==> src/rtl/debug_wb_serializer.sv <==
// debug_wb_serializer
//   Collects up to two register writebacks per cycle from a dual-issue core
//   and replays them one per cycle on a single debug trace port. Program
//   order is preserved: within a cycle lane 0 is older than lane 1.
//
// Ports
//   clk, resetn         clock, asynchronous active-low reset
//   wb0_*               commit lane 0 (older): en, rd, wdata, pc
//   wb1_*               commit lane 1 (younger): en, rd, wdata, pc
//   stall_req           registered request to hold writeback (2 slots headroom)
//   debug_wb_pc         serialized commit PC
//   debug_wb_rf_wen     4'hf while an entry is presented, else 0
//   debug_wb_rf_wnum    destination register of the presented entry
//   debug_wb_rf_wdata   write data of the presented entry
//   overflow            sticky: a lane write was lost since reset
//   occupancy           number of queued entries
//
// Handshake: a lane write is offered when wbN_en=1 and is taken in that same
// cycle; there is no ready. stall_req is the only back-pressure and is
// advisory: if the core ignores it and the FIFO cannot hold every offered
// write, the older write is kept, the rest are dropped and overflow is set.
// The trace port has no ready either: debug_wb_rf_wen=4'hf marks a valid beat.
module debug_wb_serializer #(
    parameter int DEPTH   = 8,
    parameter bit DROP_R0 = 1'b1
) (
    input  logic                     clk,
    input  logic                     resetn,
    input  logic                     wb0_en,
    input  logic [4:0]               wb0_rd,
    input  logic [31:0]              wb0_wdata,
    input  logic [31:0]              wb0_pc,
    input  logic                     wb1_en,
    input  logic [4:0]               wb1_rd,
    input  logic [31:0]              wb1_wdata,
    input  logic [31:0]              wb1_pc,
    output logic                     stall_req,
    output logic [31:0]              debug_wb_pc,
    output logic [3:0]               debug_wb_rf_wen,
    output logic [4:0]               debug_wb_rf_wnum,
    output logic [31:0]              debug_wb_rf_wdata,
    output logic                     overflow,
    output logic [$clog2(DEPTH):0]   occupancy
);

    localparam int AW = $clog2(DEPTH);
    localparam int OW = AW + 1;

    typedef struct packed {
        logic [4:0]  rd;
        logic [31:0] wdata;
        logic [31:0] pc;
    } entry_t;

    entry_t          mem [DEPTH];
    logic [AW-1:0]   wr_ptr;
    logic [AW-1:0]   rd_ptr;

    logic            acc0;
    logic            acc1;
    logic            pop;
    logic            ovf_now;
    logic [OW-1:0]   free_cnt;
    logic [OW-1:0]   n_req;
    logic [OW-1:0]   n_push;
    logic [OW-1:0]   occ_next;
    entry_t          lane0_e;
    entry_t          lane1_e;
    entry_t          first_e;
    entry_t          head_e;

    always_comb begin
        acc0     = wb0_en && (!DROP_R0 || (wb0_rd != 5'd0));
        acc1     = wb1_en && (!DROP_R0 || (wb1_rd != 5'd0));
        lane0_e  = '{rd: wb0_rd, wdata: wb0_wdata, pc: wb0_pc};
        lane1_e  = '{rd: wb1_rd, wdata: wb1_wdata, pc: wb1_pc};
        pop      = (occupancy != '0);
        // The slot freed by this cycle's pop is reusable in the same cycle.
        free_cnt = OW'(DEPTH) - occupancy + OW'(pop);
        n_req    = OW'(acc0) + OW'(acc1);
        ovf_now  = (n_req > free_cnt);
        n_push   = ovf_now ? free_cnt : n_req;
        occ_next = occupancy + n_push - OW'(pop);
        // The oldest accepted write always takes the first free slot, so a
        // lane-1-only write lands where lane 0 would have gone.
        first_e  = acc0 ? lane0_e : lane1_e;
        head_e   = mem[rd_ptr];
    end

    // Payload storage needs no reset: occupancy alone says what is valid.
    always_ff @(posedge clk) begin
        if (n_push != '0) begin
            mem[wr_ptr] <= first_e;
        end
        if (n_push == OW'(2)) begin
            mem[wr_ptr + AW'(1)] <= lane1_e;
        end
    end

    always_ff @(posedge clk or negedge resetn) begin
        if (!resetn) begin
            wr_ptr            <= '0;
            rd_ptr            <= '0;
            occupancy         <= '0;
            stall_req         <= 1'b0;
            overflow          <= 1'b0;
            debug_wb_pc       <= '0;
            debug_wb_rf_wen   <= '0;
            debug_wb_rf_wnum  <= '0;
            debug_wb_rf_wdata <= '0;
        end else begin
            wr_ptr    <= wr_ptr + n_push[AW-1:0];
            rd_ptr    <= rd_ptr + AW'(pop);
            occupancy <= occ_next;
            // Raised early enough that the two commits already in flight
            // when the core sees it still fit.
            stall_req <= (occ_next > OW'(DEPTH - 3));
            overflow  <= overflow | ovf_now;
            if (pop) begin
                debug_wb_pc       <= head_e.pc;
                debug_wb_rf_wen   <= 4'hf;
                debug_wb_rf_wnum  <= head_e.rd;
                debug_wb_rf_wdata <= head_e.wdata;
            end else begin
                debug_wb_pc       <= '0;
                debug_wb_rf_wen   <= '0;
                debug_wb_rf_wnum  <= '0;
                debug_wb_rf_wdata <= '0;
            end
        end
    end

endmodule

==> config.mk <==
export PLATFORM = sky130hd
export DESIGN_NAME = debug_wb_serializer
export DESIGN_NICKNAME = d
export VERILOG_FILES = /design/src/rtl/debug_wb_serializer.sv
export SDC_FILE = /design/constraint.sdc
export NUM_CORES = 1
export LEC_CHECK = 0
export CELL_PAD_IN_SITES_DETAIL_PLACEMENT = 2
export CELL_PAD_IN_SITES_GLOBAL_PLACEMENT = 2
export CORE_UTILIZATION = 45
export DETAILED_ROUTE_END_ITERATION = 12
export PLACE_DENSITY = 0.83
export SETUP_SLACK_MARGIN = 0.2
export SLEW_MARGIN = 15
export SYNTH_ARGS = -nofsm -noshare
export SYNTH_HDL_FRONTEND = slang
export SYNTH_SLANG_ARGS = --single-unit
==> constraint.sdc <==
create_clock -name clk -period 10.1 [get_ports clk]
set_input_delay 1.515 -clock clk [delete_from_list [all_inputs] [get_ports clk]]
set_output_delay 1.515 -clock clk [all_outputs]
set_load 0.01 [all_outputs]
Word level (Yosys, flattened, before mapping)
Memory sizes are Yosys's and may differ from the RTL's.
Index checks and enable logic that the tools add are counted.
{"block": "totals", "out_inout_bits": 79, "input_bits": 142, "ramBits": 552, "memories": 1, "ff_bits": 85, "wordCells": 38}
{"memory": "mem", "depth": 8, "width": 69, "rd": 1, "rd_clocked_by_memory_dff": 0, "wr": 2, "line": "55", "rtl": "entry_t mem [DEPTH];"}
{"block": "op_classes", "reduce_logical": 6, "addsub": 8, "bitwise": 1, "eq_ne": 1, "n_mux": 10, "order_cmp": 2}
{"operator": "two-way mux 69 bit", "count": 1}
{"operator": "two-way mux 32 bit", "count": 2}
{"operator": "nonzero test 5 bit", "count": 2}
{"operator": "two-way mux 4 bit", "count": 2}
{"operator": "nonzero test 4 bit", "count": 2}
{"operator": "two-way mux 5 bit", "count": 1}
{"operator": "adder 4 x 1 -> 4 bit", "count": 1}
{"operator": "adder 4 bit", "count": 1}
{"operator": "== test 4 x 2 -> 1 bit, second input constant", "count": 1}
{"operator": "greater-than comparator 2 x 4 -> 1 bit", "count": 1}
{"operator": "greater-than comparator 4 x 3 -> 1 bit, second input constant", "count": 1}
{"operator": "two-way mux 1 bit", "count": 4}
{"operator": "subtractor 4 x 1 -> 4 bit", "count": 1}
{"operator": "subtractor 4 bit, first input constant", "count": 1}
{"operator": "adder 3 x 1 -> 3 bit", "count": 1}
{"operator": "adder 3 x 1 -> 3 bit, second input constant", "count": 1}
{"operator": "adder 3 bit", "count": 1}
{"operator": "adder 1 x 1 -> 2 bit", "count": 1}
{"operator": "logical AND 1 bit", "count": 2}
{"operator": "OR 1 bit", "count": 1}

Depth between registers and ports, before layout
{"block": "logic_depth", "ltp_word": 8, "mapped_depth": 20, "ltp_nobuf": 18}

Worst setup path before layout
Ideal clock, no wire load.
{"block": "synth_timing", "kind": "input to register", "from": "in wb0_rd[1]", "to": "mem mem[7][0] (netlist name) (enable)", "stages": 11, "arrival_ns": 9.250, "setup_ns": 0.591, "setup_slack_ns": 0.259, "required_ns": 9.509, "path_buffers": 2, "cell_sequence": "or4_1 -> o21ai_1 -> clkbuf_1 -> inv_1 -> ha_1 -> inv_1 -> ha_1 -> a221oi_2 -> buf_4 -> mux2_2 -> o21ai_0"}
{"element": "start, declared", "line": "30", "rtl": "input logic [4:0] wb0_rd,"}
{"element": "end, declared", "line": "55"}

==> impl_metrics.csv <==
group,metric,value,unit
run_status,outcome,"finished clean",
layout,syn_to_final_growth,18.1,%
timing,fin_crit_sh,69.1,%
worst_hold_path,hp-class,"register to register",
timing,tightestPinTransition,1160,ps
clocking,clk_pin_slew,60,ps
yosys,synth_cells,1766,
timing,max_slew_margin,22.6,%
setup_path,cpPeakStageDelay,980,ps
setup_path,critPathKind,"primary input to register",
setup_path,path_cells,"clkdlybuf4s50_1 -> or4_1 -> o21ai_4 -> buf_4 -> inv_1 -> ha_1 -> ha_1 -> nor2b_1 -> o21ai_0 -> a221oi_4 -> buf_6 -> mux2i_4 -> buf_4 -> mux2_1",
yosys,syn_nets,1924,
layout,instances_no_fill,2911,
yosys,synth_mux_area_share,35.0,%
die,rows,95,
place,place_ws,2230,ps
yosys,synth_xor_area_share,0.198,%
yosys,synth_compound_area_share,0.375,%
job,maxCapViolCount,0,
yosys,yosys.area_share.adder,0.694,%
route,via_per_inst,6.11,
worst_hold_path,hp-start,"overflow$_DFF_PN0_",
die,fp.dieW,264,um
yosys,yosys.area_share.simple,1.72,%
global_route,grt_overflow,0,
clocking,clock_sinks,634,
route,antenna_left,0,
timing,worst_slack,3120,ps
global_route,track_usage,27.8,%
yosys,ys_types,37,
setup_path,cp-end-kind,"register",
route,drt-total-wl,95300,um
global_route,grt_pass1_vias,20700,
route,vias,17800,
timing,finClkSkew,26.7,ps
yosys,synth_edf_count,552,
clocking,postCtsSetupBuffers,0,
global_route,grt_max_degree,73,
route,wl_per_cell,32.7,um
power_and_ir_drop,leakage,12.6,nW
clocking,hold_buffers,0,
place,port_buffers,220,
timing,period_needed,6980,ps
setup_path,crit_slowest_cell,"buf_4",
yosys,yosys.area.top_type,"edfxtp_1",
route,drtIter0Drc,1278,
clocking,insertion_delay,610,ps
setup_path,timing.rr.start,"occupancy[3]$_DFF_PN0_",
place,dp_hpwl,55000,um
timing,slew_violations,0,
yosys,ys_seq_area_share,60.1,%
route,firstDrtPassIters,5,
power_and_ir_drop,ir_worst_vdd,0.000239,V
setup_path,setup.worst_path.start_class,"primary input",
yosys,ys_seq_elements,634,
layout,drive_gt1_share,18.4,%
timing,whs,641,ps
yosys,synth_top_family_by_area,"multiplexers",
setup_path,critPathRequiredTime,10440,ps
place,dp_cells,2778,
place,gp_congestion,0.746,
setup_path,crit_path_start,"wb0_rd[1]",
setup_path,cp_max_fo,52,
yosys,synthFlopType,"edfxtp_1",
timing,hold_viol,0,
power_and_ir_drop,powerDensity,283,nW/um2
setup_path,worstPathArrival,7320,ps
yosys,synth.area.top_cells,"edfxtp_1 (53%), mux2_1 (20%), mux4_2 (10%)",
global_route,antenna_found_initial,2,
yosys,syn_avg_cell_area,17.6,um2
yosys,yosys_warnings,0,
yosys,syn-cell-area,31000,um2
clocking,cts_tree,"yes",
die,start_util,45.8,%
route,drc,0,
timing,setup_tns,0,ps
clocking,cts.path.max_buffers,3,
timing,setup_viol,0,
timing,fmax,143,MHz
power_and_ir_drop,finalPower,10.4,mW
die,die_area,69900,um2
yosys,synth_common_cells,"edfxtp_1 (552), mux2_1 (552), mux4_2 (138), dfrtp_1 (82), mux2i_1 (76)",
yosys,synth_top_area_share,53.5,%
clocking,cts.root.buffer_cell,"clkbuf_16",
layout,final_nets,2137,
timing,rsz0062_at_grt,"no",
die,coreArea,67600,um2
clocking,numCtsBuffers,71,
yosys,async_flop_share,12.9,%
die,num_io_pins,221,
layout,fillCellCount,5755,
global_route,grt_pass1_wl,142000,um
die,die_y,264,um
clocking,cts_max_level,3,
clocking,cts_resized,0,
-- worst max-delay path, delay by kind of cell --
kind	cells	cell delay, ps
muxes	2	1330
buffers and inverters	5	2340
adders and majority gates	2	600
AOI/OAI and AO/OA	3	750
and+or+nand+nor	2	740
-- cell usage in the layout, fill, tap and decap left out, types with 2 or more instances in the layout --
| cell type | netlist | routed |
|---|---|---|
| mux2_1 | 552 | 552 |
| edfxtp_1 | 552 | 552 |
| clkdlybuf4s50_1 | 0 | 219 |
| mux4_2 | 138 | 138 |
| dfrtp_1 | 82 | 79 |
| clkbuf_16 | 0 | 76 |
| nor2_1 | 72 | 72 |
| mux2i_1 | 76 | 70 |
| mux2_2 | 67 | 66 |
| buf_4 | 11 | 38 |
| nand2_1 | 22 | 22 |
| clkbuf_1 | 48 | 22 |
| nor3_1 | 14 | 14 |
| ha_1 | 14 | 14 |
| inv_1 | 13 | 13 |
| clkinv_2 | 0 | 13 |
| clkbuf_8 | 0 | 8 |
| mux2i_4 | 0 | 6 |
| clkinv_1 | 0 | 6 |
| o21ai_4 | 0 | 5 |
| xor2_1 | 4 | 4 |
| o21bai_4 | 0 | 4 |
| bufinv_16 | 0 | 4 |
| nand2b_1 | 3 | 3 |
| nand3b_1 | 3 | 3 |
| xnor2_1 | 3 | 3 |
| dfrtp_4 | 0 | 3 |
| mux2_4 | 1 | 2 |
| or3b_2 | 2 | 2 |
| or3_1 | 2 | 2 |
| a21o_1 | 2 | 2 |
| or4_1 | 2 | 2 |
| o21ai_0 | 6 | 2 |
| fa_1 | 2 | 2 |
-- area by class of cell --
cell class	count	area (um2)	area share [%]
clock buffers	106	2090	5.72
repair buffers	260	2540	6.92
diodes	1	2.50	0.00683
well taps	873	1090	2.98
clock inverters	25	233	0.635
inverters	14	52.6	0.143
flip-flops and latches	634	18600	50.9
multi-input cells	998	12000	32.7
-- per-layer routing --
metal  share of wire (%)  GRT usage, %  vias to the layer above
met2                  53          50.0                      594
met1                  40          34.3                     9579
met4                 2.7          9.22                        0
met5                   0             0                        -
met3                 4.7          3.76                      164
li1                    -             -                     7458
-- cell families after synthesis --
kind of cell / after synthesis
compound gates: 17
xor+xnor: 7
fa+ha+maj: 16
buf+inv: 134
flops: 634
mux: 834
simple gates: 124
-- final timing paths --
| check | end | slack (ps) | cells after the start |
|---|---|---|---|
| setup / recovery | mem[1][60]$_DFFE_PP_ | 3120 | 14 |
| hold / removal | overflow$_DFF_PN0_ | 640 | 1 |
| setup reg to reg | mem[1][60]$_DFFE_PP_ | 4260 | 14 |
| hold reg to reg | overflow$_DFF_PN0_ | 640 | 1 |
| max in group asynchronous | rd_ptr[0]$_DFF_PN0_ | 8000 | 2 |
| min in group asynchronous | debug_wb_pc[7]$_DFF_PN0_ | 930 | 1 |
-- power by group --
part | switching, mW | internal [mW]
Sequential | 0.377 | 3.81
Combinational | 2.01 | 1.56
Clock | 1.08 | 1.54
-- per-stage QoR --
step           instance area (um2)  utilization (%)
2_1_floorplan                31000                -
3_3_place_gp                 34300             50.7
3_5_place_dp                 34300             50.7
4_1_cts                      36600             54.1
5_1_grt                      36600             54.2
6_report                     36600             54.2
-- flip-flops by register name (all words and copies together), names as in the netlist --
| name | count |
|---|---|
| debug_wb_pc | 32 |
| debug_wb_rf_wdata | 32 |
| debug_wb_rf_wen | 1 |
| debug_wb_rf_wnum | 5 |
| mem | 552 |
| occupancy | 4 |
| overflow | 1 |
| rd_ptr | 3 |
| stall_req | 1 |
| wr_ptr | 3 |
(Power assumes the default switching activity.)
